**config.mk**
```make
export PLATFORM = sky130hd
export DESIGN_NAME = noc_output_arbiter
export DESIGN_NICKNAME = d
export VERILOG_FILES = /design/src/rtl/noc_output_arbiter.sv
export SDC_FILE = /design/constraint.sdc
export NUM_CORES = 1
export LEC_CHECK = 0
export ABC_CLOCK_PERIOD_IN_PS = 3200
export CORE_ASPECT_RATIO = 0.7
export CORE_MARGIN = 4
export CORE_UTILIZATION = 37
export CTS_CLUSTER_SIZE = 12
export DETAILED_ROUTE_END_ITERATION = 10
export GPL_TIMING_DRIVEN = 0
export PLACE_DENSITY = 0.89
export SLEW_MARGIN = 20
export SYNTH_ARGS = -nofsm -noshare
export SYNTH_HDL_FRONTEND = slang
export SYNTH_SLANG_ARGS = --single-unit
```
**constraint.sdc**
```tcl
create_clock -name clk -period 3.2 [get_ports clk]
set_clock_uncertainty 0.15 [all_clocks]
set_input_delay 0.32 -clock clk [delete_from_list [all_inputs] [get_ports clk]]
set_output_delay 0.32 -clock clk [all_outputs]
set_load 0.02 [all_outputs]
```
**src/rtl/noc_output_arbiter.sv**
```systemverilog
// Output-port arbiter for the mesh router: round-robin grant among input FIFOs,
// wormhole-locked until the owning packet's tail flit has been forwarded.
//  state | meaning
//  IDLE  | no owner; pick next eligible head flit starting at rr_ptr
//  LOCK  | grant_idx owns the output; forward its flits until tail/single
module noc_output_arbiter #(
  parameter int WIDTH  = 18,
  parameter int NPORTS = 5,
  parameter int PTR_W  = $clog2(NPORTS)
) (
  input  logic                      clk,
  input  logic                      rst,
  input  logic [NPORTS-1:0]         fifo_empty,
  input  logic [NPORTS-1:0]         route_req,
  input  logic [NPORTS*WIDTH-1:0]   fifo_data,
  output logic [NPORTS-1:0]         fifo_read,
  input  logic                      out_full,
  output logic                      out_write,
  output logic [WIDTH-1:0]          out_flit,
  output logic                      grant_valid,
  output logic [PTR_W-1:0]          grant_idx,
  output logic                      err
);

  typedef enum logic {IDLE = 1'b0, LOCK = 1'b1} state_t;

  state_t             state_q, state_d;
  logic [PTR_W-1:0]   rr_ptr_q, rr_ptr_d;
  logic [PTR_W-1:0]   grant_idx_q, grant_idx_d;
  logic               grant_valid_q, grant_valid_d;
  logic               err_q, err_d;
  logic               first_q, first_d;

  logic [NPORTS-1:0]  elig;
  logic [NPORTS-1:0]  bad_req;
  logic               found;
  logic [PTR_W-1:0]   pick;
  logic [WIDTH-1:0]   flit_sel;
  logic               empty_sel;
  logic               locked;
  logic               xfer;

  function automatic logic [PTR_W-1:0] wrap_inc(input logic [PTR_W-1:0] base, input int step);
    int s;
    s = int'(base) + step;
    if (s >= NPORTS) s = s - NPORTS;
    return PTR_W'(s);
  endfunction

  // Type bit WIDTH-2 marks a packet start (head/single), bit WIDTH-1 a packet end (tail/single).
  always_comb begin
    elig    = '0;
    bad_req = '0;
    for (int i = 0; i < NPORTS; i++) begin
      elig[i]    = route_req[i] & ~fifo_empty[i] &  fifo_data[i*WIDTH + WIDTH-2];
      bad_req[i] = route_req[i] & ~fifo_empty[i] & ~fifo_data[i*WIDTH + WIDTH-2];
    end
  end

  always_comb begin
    found = 1'b0;
    pick  = '0;
    for (int k = 0; k < NPORTS; k++) begin
      if (!found && elig[wrap_inc(rr_ptr_q, k)]) begin
        found = 1'b1;
        pick  = wrap_inc(rr_ptr_q, k);
      end
    end
  end

  always_comb begin
    flit_sel  = '0;
    empty_sel = 1'b1;
    for (int i = 0; i < NPORTS; i++) begin
      if (grant_idx_q == PTR_W'(i)) begin
        flit_sel  = fifo_data[i*WIDTH +: WIDTH];
        empty_sel = fifo_empty[i];
      end
    end
  end

  assign locked = (state_q == LOCK);
  assign xfer   = locked & ~empty_sel & ~out_full;

  always_comb begin
    fifo_read = '0;
    for (int i = 0; i < NPORTS; i++) begin
      fifo_read[i] = xfer && (grant_idx_q == PTR_W'(i));
    end
  end

  assign out_write   = xfer;
  assign out_flit    = locked ? flit_sel : '0;
  assign grant_valid = grant_valid_q;
  assign grant_idx   = grant_idx_q;
  assign err         = err_q;

  always_comb begin
    state_d       = state_q;
    rr_ptr_d      = rr_ptr_q;
    grant_idx_d   = grant_idx_q;
    grant_valid_d = grant_valid_q;
    err_d         = err_q;
    first_d       = first_q;
    case (state_q)
      IDLE: begin
        if (|bad_req) err_d = 1'b1;
        if (found) begin
          grant_idx_d   = pick;
          grant_valid_d = 1'b1;
          first_d       = 1'b1;
          state_d       = LOCK;
        end
      end
      LOCK: begin
        if (xfer) begin
          first_d = 1'b0;
          // A new packet start inside a locked packet is a protocol error but still forwarded.
          if (flit_sel[WIDTH-2] && !first_q) err_d = 1'b1;
          if (flit_sel[WIDTH-1]) begin
            state_d       = IDLE;
            grant_valid_d = 1'b0;
            rr_ptr_d      = wrap_inc(grant_idx_q, 1);
          end
        end
      end
      default: state_d = IDLE;
    endcase
  end

  always_ff @(posedge clk or negedge rst) begin
    if (!rst) begin
      state_q       <= IDLE;
      rr_ptr_q      <= '0;
      grant_idx_q   <= '0;
      grant_valid_q <= 1'b0;
      err_q         <= 1'b0;
      first_q       <= 1'b0;
    end else begin
      state_q       <= state_d;
      rr_ptr_q      <= rr_ptr_d;
      grant_idx_q   <= grant_idx_d;
      grant_valid_q <= grant_valid_d;
      err_q         <= err_d;
      first_q       <= first_d;
    end
  end

endmodule

```
==> impl_results.md, run 1 <==
* WP data required at 3160 ps
* Top Family by Delay on Critical Path: compound AO/OA/AOI/OAI gates
* Seq/Total Area, Yosys at 10.2%
* Synthesized area at 0.00245 mm2
* Unrepaired setup endpoints after global routing: yes
* Number of DRC markers in iteration 0 at 250
* Buffers and inverters on the worst path at 2
* First-pass GRT wire length at 17300 um
* Num ports at 132
* Crit-path slowest cell: mux4_2
* CTS Root Buffer Type: clkbuf_8
* PD cells at 1130 mW/mm2
* Via count at 3433
* Setup violators final at 0
* Yosys cell types at 69
* Drt via density at 5.71
* Slew Limit Fails at 0
* Worst setup path category: flop to flop
* Final WS setup at 79.2 ps
* HPWL after detailed placement at 8470 um
* Crit path from: rr_ptr_q[1]
* CTS tree: done
* Antenna violations before repair at 0
* Leak Pwr at 1.77 nW
* Die Wd at 105 um
* Worst Max-Slew Pin Slew at 617 ps
* Filler Cell Count at 519
* N_diodes at 0
* DRT Pass-1 Iters at 5
* Max Cap Viol at 0
* Fin. Hold Viols at 0
* Total clock sinks at 10
* Ys async rst share at 100%
* Mean Syn Cell Area at 7.10 um2
* CTS Buffer Depth at 2
* Vias in the first global route at 3381
* TritonCTS Buffers at 3
* Clk Latency, worst-skew pair at 240 ps
* Total die area at 0.00801 mm2
* Post-cts hold buffer count at 0
* Worst rel slew slack at 58.9%
* Fmax at 320 MHz
* Reg-to-reg critical path startpoint: rr_ptr_q[1]
* Area Overhead vs Synth at 77.0%
* Crit path arrival time at 3080 ps
* Row cnt at 24
* Power Total at 4.92 mW
* Die Y at 76.1 um
* Post-Synthesis Cells at 345
* # nets final at 629
* GR Overflow Total at 0
* Synthesis warning total at 0
* Critical Path Start Type: flop
* Fraction of layout cells with a size suffix above 1 at 23.1%
* Avg WL per Cell at 18.5 um
* Synth Flop Type: dfrtp_1
* Core area at 0.00634 mm2
* RD Place Congestion at 0.940
* Outcome: finished, final reports clean
* Residual DRC count at 0
* H-tree levels at 1
* Crit path cell chain: buf_4, ha_1, buf_6, a21o_1, mux4_2, mux2i_2, a22oi_2, and3_4, a41oi_4, a21boi_2, a31o_1
* DRT antenna net count at 0
* Largest net degree at the start of global routing at 11
* Crit path time final at 3120 ps
* Largest stage delay, worst path at 540 ps
* Starting Density at 38.7%
* Peak VDD IR at 0.545 mV
* Seq cells post-synth at 10
* DP Worst Slack at -514 ps
* Routed wire length at 11100 um
* Tcrit/Tclk final at 97.5%
* Hold Path Class: input pin to asynchronous set/reset pin
* Syn nets at 463
* GRT Total Usage at 26.0%
* CTS clk-pin slew, worst paths at 50 ps
* IO Port Bufs at 131
* Number of synthesized flops with an enable pin at 0
* Worst-path maximum fanout at 10
* Crit end category: flop
[power breakdown]
part	total [mW]	internal, mW	switching, mW
Clock	0.159	0.108	0.0508
Sequential	0.269	0.187	0.0822
Combinational	4.49	2.06	2.43
Total	4.92	2.35	2.56
[metrics by stage]
step                area [um2]  setup TNS [ps]  utilization (%)  hold WS [ps]  cells
floorplan                 2450               0                -          -126    345
global placement          3880           -7380             61.2           320    567
detailed placement        3880           -9200             61.2           318    567
CTS                       4170               0             65.8           255    591
global route              4340            -127             68.4           288    601
finish                    4340               0             68.4           246    601
[metal layers]
| layer | routed length [um] | track usage [%] |
|---|---|---|
| met1 | 4650 | 35.9 |
| met2 | 5190 | 41.9 |
| met3 | 1060 | 5.42 |
| met4 | 226 | 4.85 |
| met5 | 0 | 0 |
[area by class of cell]
type                            count  area [um2]  area share [%]
Multi-Input combinational cell    296        2200            50.8
Clock buffer                        4        55.1            1.27
Sequential cell                    10         254            5.86
Buffer                             21         126            2.91
Tap cell                           91         114            2.63
Inverter                           16        67.6            1.56
Timing Repair Buffer              163        1520            35.0
[what timing repair did]
| action | 4_1_cts | 5_1_grt |
|---|---|---|
| endpoints found under the setup margin | 30 | 29 |
| setup buffers | 21 | 11 |
| endpoints found under the hold margin | 0 | 0 |
| gates resized for setup | 63 | 64 |
| pin swaps | 8 | 7 |
[synth_stat cells (2+ instances only)]
cell type / instances / area share (%)
nor2_1: 59 / 9.0
a21oi_1: 32 / 6.5
a211oi_1: 21 / 6.4
nor3_1: 19 / 3.9
a221oi_1: 18 / 6.4
clkbuf_1: 17 / 2.6
inv_1: 15 / 2.3
ha_1: 14 / 7.2
nand2_1: 12 / 1.8
o21ai_0: 12 / 2.5
dfrtp_1: 10 / 10
mux2i_1: 10 / 4.1
nor3b_1: 9 / 2.8
nand2b_1: 7 / 1.8
a21o_1: 4 / 1.2
a31oi_1: 4 / 1.0
nand3_1: 4 / 0.82
nand3b_1: 4 / 1.2
nor2b_1: 4 / 1.0
o21a_1: 4 / 1.2
o22ai_1: 4 / 1.0
a22oi_1: 3 / 0.92
and2_1: 3 / 0.77
buf_4: 3 / 0.92
mux2_2: 3 / 1.4
xnor2_1: 3 / 1.1
o2111ai_1: 2 / 0.72
o21bai_1: 2 / 0.61
o31ai_1: 2 / 0.61
xor2_1: 2 / 0.72
[state kept, by name, indices dropped and copies added (netlist names)]
register and cells:
grant_idx 3, grant_valid 1, rr_ptr_q 3, err 1, first_q 1, locked 1
[cell families after synthesis]
kind of cell,Yosys count,share of synthesized area [%]
xor+xnor,6,2.45
fa+ha+maj,15,7.97
compound gates,124,37.1
flops,10,10.2
simple gates,136,28.5
buf+inv,39,6.79
mux,15,6.95
[cell usage in the layout, fill, tap and decap left out, types with 4 or more instances in the layout]
cell type,n
clkdlybuf4s50_1,107
nor2_1,59
a21oi_1,32
buf_4,30
clkbuf_2,18
a221oi_1,18
nor3_1,18
a211oi_1,15
nand2_1,12
inv_1,11
o21ai_0,9
mux2i_1,9
nor3b_1,9
ha_1,9
dlygate4sd2_1,8
nand2b_1,7
dfrtp_1,7
clkbuf_1,5
buf_6,5
nor2b_1,4
clkbuf_4,4
o21ai_1,4
inv_2,4
nand3_1,4
nand3b_1,4
a31oi_1,4
o21a_1,4
a21o_1,4
ha_2,4
clkbuf_8,4
[worst paths after layout]
path / slack [ps] / to / cells after the start
max reg2reg: 80 / grant_idx[1] / 11
max: 80 / grant_idx[1] / 11
min: 250 / grant_valid / 1
max in group asynchronous: 2320 / grant_idx[2] / 1
min in group clk: 340 / err / 1
min reg2reg: 340 / err / 1
No activity file was read; power rests on OpenSTA's default activity.
==> run 2, diff against run 1 <==
--- a/config.mk
+++ b/config.mk
@@ -9,11 +9,12 @@
 export CORE_ASPECT_RATIO = 0.7
 export CORE_MARGIN = 4
 export CORE_UTILIZATION = 37
+export CTS_CLUSTER_DIAMETER = 30
 export CTS_CLUSTER_SIZE = 12
 export DETAILED_ROUTE_END_ITERATION = 10
 export GPL_TIMING_DRIVEN = 0
 export PLACE_DENSITY = 0.89
-export SLEW_MARGIN = 20
+export SKIP_CTS_REPAIR_TIMING = 1
 export SYNTH_ARGS = -nofsm -noshare
 export SYNTH_HDL_FRONTEND = slang
 export SYNTH_SLANG_ARGS = --single-unit
==> run 2 against run 1 <==
Net effect: the flow now finishes with violations (negative setup slack); sequential cell count unchanged; combinational power shrank 4.9%; register-to-register slack worse by 230 ps; core utilization shrank 0.87 points; via count down 2.7%; worst setup slack got worse by 230 ps; sequential power grew 2%; first-iteration DRC count is 30% higher; sequential share of layout area increased by 0.075 points; global-route usage is 1.8 points lower; clock power hardly changed; critical path type unchanged.
==> impl_results.md, run 2 (same netlist as run 1, synthesis figures left out) <==
* Final WS setup at -147 ps
* Net Switching at 2.49 mW
* Internal Power at 2.21 mW
* Max Cap Viol at 0
* Finished Layout Cells at 587
* CTS tree: done
* Filler Cell Count at 522
* Outcome: finished with violations
* Commonest non-fill, non-tap cell in the layout: clkdlybuf4s50_1
* First-pass GRT wire length at 16100 um
* N_diodes at 0
* Area Overhead vs Synth at 74.8%
* Final instance area at 0.00428 mm2
* Crit end category: flop
* Power Total at 4.70 mW
* H-tree levels at 1
* Setup violators final at 5
* Clock power frac at 3.4%
* DRT Pass-1 Iters at 5
* Unrepaired setup endpoints after global routing: yes
* Fmax at 299 MHz
* Crit path time final at 3350 ps
* Num ports at 132
* Slew Limit Fails at 0
* Worst Setup EP: grant_idx[1]
* Crit path from: rr_ptr_q[0]
* Power share of the sequential group at 5.8%
* Die Wd at 105 um
* CTS Buffer Depth at 2
* Tcrit/Tclk final at 105%
* # nets final at 615
* Total clock sinks at 10
* Total die area at 0.00801 mm2
* WP data required at 3160 ps
* Starting Density at 38.7%
* DP Area at 0.00388 mm2
* Worst Max-Slew Pin Slew at 589 ps
* Number of DRC markers in iteration 0 at 325
* Row cnt at 24
* Reg-to-reg critical path startpoint: rr_ptr_q[0]
* R2r worst-path depth at 14
* DRT antenna net count at 0
* RD Place Congestion at 0.940
* R2r setup slk at -150 ps
* Area of the multi-input gates at 0.00218 mm2
* Routed wire length at 10800 um
* Clk Latency, worst-skew pair at 240 ps
* CTS Root Buffer Type: clkbuf_8
* Largest net degree at the start of global routing at 13
* Most frequent cells in the layout: clkdlybuf4s50_1 (107), nor2_1 (59), a21oi_1 (32)
* Worst rel slew slack at 60.2%
* Violated checks: negative setup slack
* Sequential Area at 254 um2
* Placed cells at 567
* Residual DRC count at 0
* Avg WL per Cell at 18.4 um
* Fin. Hold Viols at 0
* Core area at 0.00634 mm2
* Via count at 3342
* Fraction of layout cells with a size suffix above 1 at 19.4%
* Drt via density at 5.69
* Die Y at 76.1 um
* Worst-path maximum fanout at 6
* Crit path arrival time at 3310 ps
* Worst reg2reg endpoint: grant_idx[1]
* Vias in the first global route at 3116
* Critical Path Start Type: flop
* Switching portion of total power at 53.0%
* TritonCTS Buffers at 3
* Antenna violations before repair at 0
* GR Overflow Total at 0
* Comb pwr share at 90.8%
* Peak VDD IR at 0.427 mV
* Worst setup path category: flop to flop
* Leak Pwr at 1.91 nW
* CTS clk-pin slew, worst paths at 50 ps
* GRT Total Usage at 24.2%
* HPWL after detailed placement at 8470 um
* Hold Path Class: input pin to asynchronous set/reset pin
* PD cells at 1100 mW/mm2
* IO Port Bufs at 131
==> run 2: changes by cell type in the layout (fill, tap and decap cells not counted), moves of 3 or more <==
| cell | before | now |
|---|---|---|
| clkdlybuf4s15_2 | 3 | 0 |
| dlymetal6s2s_1 | 0 | 17 |
| dlygate4sd2_1 | 8 | 0 |
| buf_4 | 30 | 16 |
| a211oi_4 | 3 | 0 |
| a211oi_1 | 15 | 18 |
==> run 2: area by class of cell <==
| cell class | instances | share of cell area [%] |
|---|---|---|
| Sequential cell | 10 | 5.93 |
| Timing Repair Buffer | 148 | 34.1 |
| Multi-Input combinational cell | 296 | 51.0 |
| Clock buffer | 4 | 1.29 |
| Tap cell | 91 | 2.66 |
| Inverter | 16 | 1.69 |
| Buffer | 22 | 3.30 |
==> run 2: worst min-delay path by stage <==
stage	slack, ps	start	endpoint	depth (start not counted)
4_1_cts	250	rst	grant_valid	1
3_3_place_gp	320	first_q	first_q	1
3_5_place_dp	320	err	err	1
2_1_floorplan	-130	rst	err	0
5_1_grt	290	rst	grant_valid	1
6_report	240	rst	grant_valid	1
==> run 2: critical path: stages (launching register included) <==
cell      delay, ps
dfrtp_1         400
buf_6           140
buf_12          130
clkinv_8         50
ha_4            110
inv_2            30
fa_2            390
a21o_1          210
a21o_4          250
or3b_4          410
a31oi_4         260
inv_2            90
a21boi_2        200
o22ai_1         120
a31o_1          260
==> run 2: metal layers <==
metal | vias up | share of wire (%) | GRT usage, %
met5 | - | 0 | 0
met4 | 0 | 1.7 | 3.93
met3 | 22 | 9.2 | 4.32
met2 | 187 | 47 | 38.7
met1 | 1530 | 43 | 34.4
li1 | 1603 | - | -
==> run 2: power by group through the flow <==
stage	sequential (mW)	clock, mW	combinational (mW)
floorplan	0.269	0	2.53
global placement	0.263	0	3.62
detailed placement	0.264	0	3.69
CTS	0.264	0.162	3.71
global route	0.279	0.170	4.59
finish	0.274	0.160	4.27
==> run 2: metrics by stage <==
step	TNS (ps)	hold WS (ps)	setup WS [ps]	util [%]
after floorplan	0	-126	0.867	-
after global placement	-7380	320	-464	61.2
after detailed placement	-9200	318	-514	61.2
after CTS	-16180	255	-811	62.1
after global routing	-958	289	-227	67.6
final	-200	245	-147	67.6
